<file path="src/rtl/pll_seq_pkg.sv">
// rtl/pll_seq_pkg.sv - shared state, status codes and select decode for the PLL phase sequencer
package pll_seq_pkg;

    typedef enum logic [2:0] {
        ST_IDLE,
        ST_SETUP,
        ST_ROT,
        ST_GAP,
        ST_LOAD,
        ST_WAIT_LOCK,
        ST_FINISH
    } seq_state_t;

    localparam logic [1:0] STATUS_OK        = 2'b00;
    localparam logic [1:0] STATUS_TIMEOUT   = 2'b01;
    localparam logic [1:0] STATUS_LOCK_LOST = 2'b10;

    function automatic logic [3:0] sel_onehot(input logic [1:0] sel);
        sel_onehot = 4'b0001 << sel;
    endfunction

endpackage

</file>
<file path="src/rtl/pll_seq_timer.sv">
// rtl/pll_seq_timer.sv - loadable 16-bit down-counter with zero flag, shared by GAP and WAIT_LOCK
module pll_seq_timer (
    input  logic        clk_i,
    input  logic        reset_i,
    input  logic        load_i,
    input  logic [15:0] load_val_i,
    input  logic        dec_i,
    output logic        zero_o
);

    logic [15:0] count_q;
    logic [15:0] count_d;

    always_comb begin
        count_d = count_q;
        if (load_i) begin
            count_d = load_val_i;
        end else if (dec_i && (count_q != 16'd0)) begin
            count_d = count_q - 16'd1;
        end
    end

    always_ff @(posedge clk_i) begin
        if (reset_i) begin
            count_q <= 16'd0;
        end else begin
            count_q <= count_d;
        end
    end

    assign zero_o = (count_q == 16'd0);

endmodule

</file>
<file path="src/rtl/pll_phase_sequencer.sv">
// rtl/pll_phase_sequencer.sv - steps a PLL output phase N times, reloads it and waits for relock
module pll_phase_sequencer
    import pll_seq_pkg::*;
#(
    parameter int STEP_GAP     = 4,
    parameter int LOCK_TIMEOUT = 1024
) (
    input  logic       CLK,
    input  logic       RESET,
    input  logic       REQ_VALID,
    output logic       REQ_READY,
    input  logic [1:0] REQ_OUT_SEL,
    input  logic       REQ_DIR,
    input  logic [7:0] REQ_STEPS,
    input  logic       PLL_LOCK,
    output logic       PHASE_ROTATE,
    output logic       PHASE_DIRECTION,
    output logic       PHASE_OUT0_SEL,
    output logic       PHASE_OUT1_SEL,
    output logic       PHASE_OUT2_SEL,
    output logic       PHASE_OUT3_SEL,
    output logic       LOAD_PHASE_N,
    output logic       BUSY,
    output logic       DONE,
    output logic       ERR,
    output logic [1:0] STATUS,
    output logic [7:0] STEPS_DONE
);

    // Timer counts down to zero, so a load of K-1 gives K cycles in the timed state.
    localparam logic [15:0] GAP_LOAD  = 16'(STEP_GAP - 1);
    localparam logic [15:0] WAIT_LOAD = 16'(LOCK_TIMEOUT - 1);

    seq_state_t  state_q, state_d;
    logic [1:0]  sel_q, sel_d;
    logic        dir_q, dir_d;
    logic [7:0]  steps_left_q, steps_left_d;
    logic [7:0]  steps_done_q, steps_done_d;
    logic [1:0]  status_q, status_d;

    logic        tmr_load;
    logic [15:0] tmr_load_val;
    logic        tmr_dec;
    logic        tmr_zero;

    pll_seq_timer u_timer (
        .clk_i      (CLK),
        .reset_i    (RESET),
        .load_i     (tmr_load),
        .load_val_i (tmr_load_val),
        .dec_i      (tmr_dec),
        .zero_o     (tmr_zero)
    );

    assign REQ_READY = (state_q == ST_IDLE) & PLL_LOCK & ~RESET;

    always_comb begin
        state_d      = state_q;
        sel_d        = sel_q;
        dir_d        = dir_q;
        steps_left_d = steps_left_q;
        steps_done_d = steps_done_q;
        status_d     = status_q;
        tmr_load     = 1'b0;
        tmr_load_val = 16'd0;
        tmr_dec      = 1'b0;

        case (state_q)
            ST_IDLE: begin
                if (REQ_VALID && REQ_READY) begin
                    sel_d        = REQ_OUT_SEL;
                    dir_d        = REQ_DIR;
                    steps_left_d = REQ_STEPS;
                    steps_done_d = 8'd0;
                    status_d     = STATUS_OK;
                    state_d      = ST_SETUP;
                end
            end
            ST_SETUP: begin
                state_d = (steps_left_q == 8'd0) ? ST_FINISH : ST_ROT;
            end
            ST_ROT: begin
                steps_left_d = steps_left_q - 8'd1;
                steps_done_d = steps_done_q + 8'd1;
                tmr_load     = 1'b1;
                tmr_load_val = GAP_LOAD;
                if (!PLL_LOCK) begin
                    status_d = STATUS_LOCK_LOST;
                    state_d  = ST_FINISH;
                end else begin
                    state_d = ST_GAP;
                end
            end
            ST_GAP: begin
                if (!PLL_LOCK) begin
                    status_d = STATUS_LOCK_LOST;
                    state_d  = ST_FINISH;
                end else if (tmr_zero) begin
                    state_d = (steps_left_q != 8'd0) ? ST_ROT : ST_LOAD;
                end else begin
                    tmr_dec = 1'b1;
                end
            end
            ST_LOAD: begin
                tmr_load     = 1'b1;
                tmr_load_val = WAIT_LOAD;
                state_d      = ST_WAIT_LOCK;
            end
            ST_WAIT_LOCK: begin
                if (PLL_LOCK) begin
                    state_d = ST_FINISH;
                end else if (tmr_zero) begin
                    status_d = STATUS_TIMEOUT;
                    state_d  = ST_FINISH;
                end else begin
                    tmr_dec = 1'b1;
                end
            end
            ST_FINISH: begin
                state_d = ST_IDLE;
            end
            default: begin
                state_d = ST_IDLE;
            end
        endcase
    end

    always_ff @(posedge CLK) begin
        if (RESET) begin
            state_q      <= ST_IDLE;
            sel_q        <= 2'd0;
            dir_q        <= 1'b0;
            steps_left_q <= 8'd0;
            steps_done_q <= 8'd0;
            status_q     <= STATUS_OK;
        end else begin
            state_q      <= state_d;
            sel_q        <= sel_d;
            dir_q        <= dir_d;
            steps_left_q <= steps_left_d;
            steps_done_q <= steps_done_d;
            status_q     <= status_d;
        end
    end

    // Selects and direction are presented from SETUP up to, but not including, FINISH.
    logic       sel_active;
    logic [3:0] sel_vec;

    assign sel_active = (state_q != ST_IDLE) && (state_q != ST_FINISH);
    assign sel_vec    = sel_active ? sel_onehot(sel_q) : 4'b0000;

    assign PHASE_OUT0_SEL  = sel_vec[0];
    assign PHASE_OUT1_SEL  = sel_vec[1];
    assign PHASE_OUT2_SEL  = sel_vec[2];
    assign PHASE_OUT3_SEL  = sel_vec[3];
    assign PHASE_DIRECTION = sel_active & dir_q;
    assign PHASE_ROTATE    = (state_q == ST_ROT);
    assign LOAD_PHASE_N    = (state_q != ST_LOAD);
    assign BUSY            = (state_q != ST_IDLE);
    assign DONE            = (state_q == ST_FINISH) && (status_q == STATUS_OK);
    assign ERR             = (state_q == ST_FINISH) && (status_q != STATUS_OK);
    assign STATUS          = status_q;
    assign STEPS_DONE      = steps_done_q;

endmodule

</file>
<file path="config.mk">
export PLATFORM = sky130hd
export DESIGN_NAME = pll_phase_sequencer
export DESIGN_NICKNAME = d
export VERILOG_FILES = /design/src/rtl/pll_seq_pkg.sv /design/src/rtl/pll_seq_timer.sv /design/src/rtl/pll_phase_sequencer.sv
export SDC_FILE = /design/constraint.sdc
export NUM_CORES = 1
export LEC_CHECK = 0
export CELL_PAD_IN_SITES_DETAIL_PLACEMENT = 1
export CELL_PAD_IN_SITES_GLOBAL_PLACEMENT = 2
export CORE_MARGIN = 8
export CORE_UTILIZATION = 31
export DETAILED_ROUTE_END_ITERATION = 10
export PLACE_DENSITY_LB_ADDON = 0.1
export SLEW_MARGIN = 20
export SYNTH_ARGS = -nofsm -noshare
export SYNTH_HDL_FRONTEND = slang
export SYNTH_SLANG_ARGS = --single-unit
</file>
<file path="constraint.sdc">
create_clock -name CLK -period 2.7 [get_ports CLK]
set_input_delay 0.81 -clock CLK [delete_from_list [all_inputs] [get_ports CLK]]
set_output_delay 0.81 -clock CLK [all_outputs]
set_load 0.01 [all_outputs]
</file>
# --- Yosys cells after proc, flatten, opt, wreduce, memory -nomap -nowiden ---
# Index checks and enable logic that the tools add are counted.
classes:
  n_addsub: 3
  n_eq_ne: 14
  shift: 1
  muxes: 27
  bitwise: 4
  reduce_logical: 22
op_table:
  columns: ["operator", "count"]
  rows:
  - ["2-to-1 mux 16 bit", 2]
  - ["case mux 8 bit (2 select lines)", 2]
  - ["2-to-1 mux 3 bit", 8]
  - ["case mux 10 bit (2 select lines)", 1]
  - ["case mux 3 bit (6 select lines)", 1]
  - ["zero test 16 bit", 1]
  - ["2-to-1 mux 8 bit", 2]
  - ["nonzero test 16 bit", 1]
  - ["subtractor 16 x 1 -> 16 bit (second input constant)", 1]
  - ["!= test 3 bit (second input constant)", 4]
  - ["== test 3 bit (second input constant)", 3]
  - ["adder 8 x 1 -> 8 bit (second input constant)", 1]
  - ["zero test 8 bit", 1]
  - ["2-to-1 mux 2 bit", 4]
  - ["nonzero test 8 bit", 1]
  - ["subtractor 8 x 1 -> 8 bit (second input constant)", 1]
  - ["== test 3 x 2 -> 1 bit (second input constant)", 2]
  - ["!= test 2 bit (second input constant)", 3]
  - ["case mux 2 bit (3 select lines)", 1]
  - ["nonzero test 2 bit", 3]
  - ["nonzero test 3 bit", 2]
  - ["logical AND 1 bit", 5]
  - ["AND reduction 5 bit", 1]
  - ["2-to-1 mux 1 bit", 4]
  - ["other kinds (12)", 16]
totals:
  regBits: 40
  out_inout_bits: 21
  elab_cells: 78

# --- Longest topological paths before layout ---
# Gate-level depths: netlist of the first run.
logic_depth:
  word_depth: 7
  mapped_depth: 7
  depth_no_buf: 6

# --- Hierarchy ---
# From an unflattened synthesis of the first run, not the netlist that was laid out.
hier_totals:
  cells_unflattened: 292
  area_unflattened_um2: 2307.2
by_module_without_submodules:
  columns: ["mod", "n_inst", "cells_per_inst", "area_each_um2"]
  rows:
  - ["pll_phase_sequencer", 1, 178, 1362.6]
  - ["pll_seq_timer", 1, 114, 944.7]

# --- Worst setup path before layout of the first run ---
# OpenSTA, ideal clock, no wires.
synth_path:
  path_kind: "input to register"
  startpoint: "in PLL_LOCK"
  endpoint: "reg u_timer.count_q[13]"
  setup_ns: 0.118
  t_arrival_ns: 2.097
  required_time_ns: 2.582
  slack_ns: 0.485
  cell_stages: 4
  n_path_buf: 0
  path_cell_list: "nor4bb_1 -> o2111ai_1 -> or4_1 -> mux2i_1"
synth_between:
  elab_chain_len: 4
synth_rtl:
  columns: ["item", "line", "text"]
  rows:
  - ["start, declared", "pll_phase_sequencer.sv:15", "input logic PLL_LOCK,"]
  - ["2-to-1 mux 1 bit (on tied branches)", "pll_phase_sequencer.sv:110, pll_phase_sequencer.sv:95", null]
  - ["case mux 1 bit (2 select lines) (*)", "pll_phase_sequencer.sv:68", "case (state_q)"]
  - ["logical AND 1 bit (*)", "pll_seq_timer.sv:18", "end else if (dec_i && (count_q != 16'd0)) begin"]
  - ["nonzero test 2 bit (no line) (*)", null, null]
  - ["end signal, assigned", "pll_seq_timer.sv:27", "count_q <= count_d;"]
  - ["end, declared", "pll_seq_timer.sv:11", "logic [15:0] count_q;"]
# Mark *: on every way between the ends. The rest lies on a longest branch, timed or not.
# A chain may end at the register's enable or synchronous reset.

# --- Worst setup path after layout of the first run ---
layout_path:
  startpoint: "in PLL_LOCK"
  endpoint: "out REQ_READY"
layout_between:
  elab_chain_len: 2
layout_rtl:
  columns: ["item", "line", "text"]
  rows:
  - ["bitwise AND 1 bit (2 in series)", "pll_phase_sequencer.sv:55", "assign REQ_READY = (state_q == ST_IDLE) & PLL_LOCK & ~RESET;"]
  - ["end, declared", "pll_phase_sequencer.sv:11", "output logic REQ_READY,"]
# No other way between the ends.

==> results of run 1 <==
## cells in the mapped netlist, types with 2 or more instances
| master | instances |
|---|---|
| dfxtp_1 | 40 |
| a21oi_1 | 26 |
| nand2_1 | 25 |
| nor2_1 | 25 |
| clkbuf_1 | 11 |
| a31oi_1 | 9 |
| inv_1 | 9 |
| o21ai_0 | 9 |
| nand3b_1 | 8 |
| nor3_1 | 8 |
| o211ai_1 | 7 |
| nand2b_1 | 6 |
| or3_1 | 6 |
| a211oi_1 | 5 |
| nor3b_1 | 5 |
| nor4_1 | 5 |
| or4_1 | 5 |
| a221oi_1 | 4 |
| ha_1 | 4 |
| mux2i_1 | 4 |
| nand3_1 | 4 |
| nand4_1 | 4 |
| nor2b_1 | 4 |
| and2_1 | 3 |
| nand4b_1 | 3 |
| o221a_2 | 3 |
| or3_2 | 3 |
| or3b_2 | 3 |
| a21o_1 | 2 |
| and3_1 | 2 |
| and3b_1 | 2 |
| o311ai_0 | 2 |
| o41ai_1 | 2 |
| or2_2 | 2 |
| xor2_1 | 2 |
## routing by layer
layer | vias to the layer above | global-route usage, %
li1 | 1180 | -
met1 | 1157 | 18.5
met2 | 27 | 24.1
met3 | 10 | 2.93
met4 | 0 | 4.85
met5 | - | 0
## power groups by stage
| stage | Clock, mW | Sequential (mW) | Combinational, mW |
|---|---|---|---|
| final | 0.446 | 0.652 | 0.380 |
| after global routing | 0.488 | 0.657 | 0.420 |
| after CTS | 0.466 | 0.651 | 0.382 |
| after detailed placement | 0 | 0.664 | 0.380 |
| after global placement | 0 | 0.663 | 0.376 |
| after floorplan | 0 | 0.654 | 0.237 |
## worst min-delay path, stage by stage (launching register included)
cell and delay (ps):
dfxtp_1 320, nand3b_1 70, nand2_1 50
## placed cells by master (no fill, tap or decap), types with 3 or more instances in the layout
cell type	count
nand3_1	4
clkbuf_8	6
nor3b_1	5
or3_2	3
clkdlybuf4s50_1	30
ha_1	4
o211ai_1	7
nor2b_1	4
or4_1	5
nand4_1	4
inv_1	9
nor3_1	8
o221a_2	3
a211oi_1	5
nor2_1	24
buf_4	18
mux2i_1	4
o21ai_0	9
or3b_2	3
nand4b_1	3
nor4_1	5
a21oi_1	26
dlymetal6s2s_1	4
a221oi_1	4
a31oi_1	9
nand3b_1	8
or3_1	6
dfxtp_1	37
nand2_1	25
nand2b_1	6
## final cells by class
| class | count | area (um^2) | share of cell area [%] |
|---|---|---|---|
| multi-input cells | 222 | 1450 | 47.7 |
| flip-flops and latches | 40 | 807 | 26.5 |
| repair buffers | 55 | 526 | 17.3 |
| well taps | 99 | 124 | 4.07 |
| clock buffers | 6 | 82.6 | 2.71 |
| inverters | 10 | 37.5 | 1.23 |
| clock inverters | 2 | 15.0 | 0.493 |
## final timing paths
kind                                endpoint  depth (start not counted)                       startpoint  slack (ps)
max                                REQ_READY                          4                         PLL_LOCK          70
min                       dir_q$_SDFFE_PP0P_                          2               dir_q$_SDFFE_PP0P_         470
max reg2reg  u_timer.count_q[1]$_SDFFE_PP0P_                          6  u_timer.count_q[0]$_SDFFE_PP0P_         530
min reg2reg               dir_q$_SDFFE_PP0P_                          2               dir_q$_SDFFE_PP0P_         470
## cell families after synthesis
| logic type | Yosys count | share of synthesized area, % |
|---|---|---|
| mux | 5 | 2.21 |
| compound gates | 81 | 23.9 |
| simple gates | 130 | 32.6 |
| fa+ha+maj | 4 | 2.16 |
| xor+xnor | 2 | 0.756 |
| buf+inv | 23 | 3.78 |
| flops | 40 | 34.6 |
## timing repair
item | 4_1_cts | 5_1_grt
setup buffers | 0 | 0
pin swaps | 0 | 1
gates resized for setup | 5 | 9
endpoints found under the setup margin | 7 | 6
## state kept, by name (all words and copies together) (netlist names)
signal / flops
steps_left_q: 8
state_q: 3
sel_q: 2
dir_q: 1
STEPS_DONE: 8
u_timer.count_q: 16
STATUS: 2
## through the flow
stage	util, %	std cells	hold WS, ps
floorplan	-	285	445
global placement	40.0	426	465
detailed placement	40.0	426	462
CTS	41.6	434	479
global route	42.0	434	508
finish	42.0	434	473
==> flow_metrics.tcl, run 1 <==
set metrics [dict create \
    slew_violations 0 \
    design_area_mm2 0.00304 \
    grt-ovfl-total 0 \
    fin_tns_setup_ps 0 \
    cts_buffers 5 \
    path_class "in2out" \
    synth_fp_nets 304 \
    crit_buf_inv 2 \
    status "finished clean" \
    die_w_um 102 \
    finalNetCount 353 \
    wirelength_met1_mm 3.61 \
    fin_crit_sh_pct 97.3 \
    cts.sinks 40 \
    p_leak_nw 1.20 \
    p_clk_share_pct 30.2 \
    powerDensity_mw_per_mm2 486 \
    worstMarginPinSlew_ps 509 \
    skew_ps 6.00 \
    rsz0062_at_grt "false" \
    vias 2374 \
    max_freq_mhz 381 \
    drive_gt1_share_pct 15.5 \
    cts_max_level 2 \
    synthToLayoutAreaGrowth_pct 31.3 \
    avgSynthCellArea_um2 8.13 \
    cp_top_family "buffers and inverters" \
    synth_top_cell_area_share_pct 34.6 \
    p_switching_uw 480 \
    ant_nets 0 \
    antenna_found_initial 0 \
    io_pins 36 \
    wl_mm 7.23 \
    synth_edf_count 0 \
    core.rowCount 31 \
    dp_hpwl_mm 5.29 \
    end_kind "output pin" \
    cap_viol_max_count 0 \
    wl_per_cell_um 16.7 \
    crit_path_start_kind "primary input" \
    holdBufCountCts 0 \
    drt_first_pass_iters 4 \
    wl_met3_um 147 \
    insertion_delay_ps 300 \
    die_h_um 102 \
    dr.max_layer_used "met4" \
    synth_area_leaders "dfxtp_1, a21oi_1, nand2_1, nor2_1, nand3b_1" \
    synth.distinct_cells 58 \
    hold_path_class "reg2reg" \
    hold_violations 0 \
    clk_pin_slew_ps 90 \
    ys_warn_count 0 \
    grt_pass1_wl_mm 12.1 \
    cp_max_fo 3 \
    initial_core_util_pct 31.9 \
    die_area_mm2 0.0105 \
    peakVddDrop_mv 0.202 \
    root_buffer "clkbuf_8" \
    cp_slowest_cell "clkdlybuf4s50_1" \
    switching_share_pct 32.5 \
    period_minus_slack_ps 2630 \
    worstPathArrival_ps 1820 \
    p_total_mw 1.48 \
    required_ps 1890 \
    grt_max_degree 42 \
    combPwrFrac_pct 25.7 \
    ys.flop_type "dfxtp_1" \
    cp_cell_sequence "clkdlybuf4s50_1 > nand2b_1 > nor2_1 > dlygate4sd2_1" \
    coreArea_mm2 0.00725 \
    grt_usage_pct 14.6 \
    antenna_cells 0 \
    place_area_mm2 0.00290 \
    drtIter0Drc 56 \
    ys_seq_elements 40 \
    setup_viol 0 \
    pre_cts_slack_ps -200 \
    netlist_area_mm2 0.00232 \
    synth_seq_area_share_pct 34.6 \
    yosysTopAreaCell "dfxtp_1" \
    portBuffers 35 \
    p_int_uw 998 \
    seq_power_share_pct 44.1 \
    remaining_drc_errors 0 \
    fillers 868 \
    first_global_vias 2420 \
    postSynth.asyncResetShare_pct 0 \
    syn_inst 285 \
    cts.path.max_buffers 2 \
    crit_path_max_incr_delay_ps 540 \
    gp_congestion 0.741 \
    cts_tree "yes" \
    maxSlewHeadroom_pct 65.8 \
    worst_slack_ps 72.8 \
    via_per_inst 5.47 \
    met2_wirelength_mm 3.38 \
]
(Power assumes the default switching activity.)
==> run 2, diff against run 1 <==
Settings changed: CAP_MARGIN from default to 20.
Clock period 2.7 ns to 2.8 ns, I/O delays scaled along.
==> flow_metrics.tcl, run 2 (synthesis gave the netlist of run 1 again) <==
set metrics [dict create \
    final_common_cell "dfxtp_1" \
    synthToLayoutAreaGrowth_pct 29.2 \
    worstPathArrival_ps 1880 \
    max_flop_register "u_timer.count_q" \
    cp_top_family "buffers and inverters" \
    holdWs_ps 473 \
    gp_congestion 0.731 \
    portBuffers 35 \
    hold_path_class "reg2reg" \
    cap_viol_max_count 0 \
    slew_violations 0 \
    cts_max_level 2 \
    period_minus_slack_ps 2720 \
    final_cell_mix "dfxtp_1, clkdlybuf4s50_1, a21oi_1" \
    ant_nets 0 \
    final_core_util_pct 41.3 \
    p_total_mw 1.39 \
    die_h_um 102 \
    cts_setup_buffers 0 \
    cp_slowest_cell "clkdlybuf4s50_1" \
    finalNetCount 353 \
    core.rowCount 31 \
    cts_tree "yes" \
    p_clk_share_pct 29.3 \
    via_per_inst 5.41 \
    initial_core_util_pct 31.9 \
    drtIter0Drc 62 \
    final_cells 434 \
    seq_power_share_pct 45.2 \
    grt_pass1_wl_mm 12.0 \
    antenna_cells 0 \
    wl_mm 7.20 \
    die_w_um 102 \
    ff2ff_setup_slack_ps 600 \
    rsz0062_at_grt "false" \
    crit_buf_inv 3 \
    clk_pin_slew_ps 80 \
    hold_violations 0 \
    peakVddDrop_mv 0.170 \
    worstMarginPinSlew_ps 633 \
    placed_cells 426 \
    r2r-start "u_timer.count_q[0]$_SDFFE_PP0P_" \
    cp.depth 5 \
    p_switching_uw 440 \
    insertion_delay_ps 290 \
    crit_path_max_incr_delay_ps 530 \
    coreArea_mm2 0.00725 \
    setup_viol 0 \
    cp_cell_sequence "buf_4 > nor2_1 > and2_1 > inv_2 > clkdlybuf4s50_1" \
    combPwrFrac_pct 25.6 \
    remaining_drc_errors 0 \
    antenna_found_initial 0 \
    regToRegEndpoint "u_timer.count_q[0]$_SDFFE_PP0P_" \
    r2r_cells 6 \
    fin_crit_sh_pct 97.2 \
    p_int_uw 952 \
    dp_hpwl_mm 5.21 \
    powerDensity_mw_per_mm2 465 \
    drt_first_pass_iters 4 \
    maxSlewHeadroom_pct 57.4 \
    path_class "reg2out" \
    switching_share_pct 31.6 \
    first_global_vias 2433 \
    cts_buffers 5 \
    cts.sinks 40 \
    cp_max_fo 13 \
    vias 2350 \
    io_pins 36 \
    cts.path.max_buffers 2 \
    grt_usage_pct 14.4 \
    grt-ovfl-total 0 \
    largest_register_ffs 16 \
    die_area_mm2 0.0105 \
    cts_resized 3 \
    status "finished clean" \
    endpoint "LOAD_PHASE_N" \
    required_ps 1960 \
    holdBufCountCts 0 \
    skew_ps 7.46 \
    end_kind "output pin" \
    crit_start "state_q[1]$_SDFFE_PP0P_" \
    p_leak_nw 1.14 \
    max_freq_mhz 367 \
    drive_gt1_share_pct 14.3 \
    grt_max_degree 42 \
    wl_per_cell_um 16.6 \
    root_buffer "clkbuf_8" \
    crit_path_start_kind "flip-flop" \
]
==> run 2: cell types whose count changed in the layout (fill, tap and decap cells not counted), sizes merged <==
cell	before	now
dlygate4sd2	1	2
clkinv	0	2
clkinvlp	2	0
dlymetal6s2s	4	1
clkdlybuf4s50	30	32
==> run 2: final cells by class <==
cell class                      count  area [um^2]
Fill cell                         900         4260
Multi-Input combinational cell    222         1440
Tap cell                           99          124
Clock buffer                        6         82.6
Clock inverter                      2         10.0
Sequential cell                    40          802
Inverter                           10         37.5
Timing Repair Buffer               55          500
==> run 2: how the worst min path moves through the flow <==
stage          cells past startpoint  slack (ps)                from                  to
6_report                           2         470  dir_q$_SDFFE_PP0P_  dir_q$_SDFFE_PP0P_
5_1_grt                            2         510  dir_q$_SDFFE_PP0P_  dir_q$_SDFFE_PP0P_
4_1_cts                            2         480  dir_q$_SDFFE_PP0P_  dir_q$_SDFFE_PP0P_
3_5_place_dp                       2         460  dir_q$_SDFFE_PP0P_  dir_q$_SDFFE_PP0P_
3_3_place_gp                       2         470  dir_q$_SDFFE_PP0P_  dir_q$_SDFFE_PP0P_
2_1_floorplan                      2         450  dir_q$_SDFFE_PP0P_  dir_q$_SDFFE_PP0P_
==> run 2: metal layers <==
layer / up-vias / track usage, % / routed length, um
li1: 1172 / - / -
met1: 1140 / 18.5 / 3590
met2: 34 / 23.9 / 3380
met3: 4 / 2.86 / 182
met4: 0 / 3.39 / 54
met5: - / 0 / 0
==> run 2: stage by stage <==
stage	worst slack, ps	instance area (um^2)	setup TNS [ps]
finish	77.9	2990	0
global route	1.43	2990	0
CTS	90.2	2980	0
detailed placement	-159	2890	-677
global placement	-157	2890	-328
floorplan	555	2320	0
==> run 2: worst reg2reg max path, delay by kind of cell (launching register included) <==
| kind | cells | cell delay (ps) |
|---|---|---|
| AND/OR/NAND/NOR | 2 | 1010 |
| AO/OA/AOI/OAI | 2 | 460 |
| flip-flops | 1 | 360 |
| adder cells (fa/ha/maj) | 1 | 170 |
| buffers and inverters | 1 | 120 |
==> run 2: power groups by stage <==
| stage | Combinational [mW] | Clock [mW] | Sequential (mW) |
|---|---|---|---|
| after floorplan | 0.228 | 0 | 0.631 |
| after global placement | 0.356 | 0 | 0.639 |
| after detailed placement | 0.359 | 0 | 0.640 |
| after CTS | 0.360 | 0.423 | 0.627 |
| after global routing | 0.394 | 0.436 | 0.634 |
| final | 0.356 | 0.407 | 0.629 |
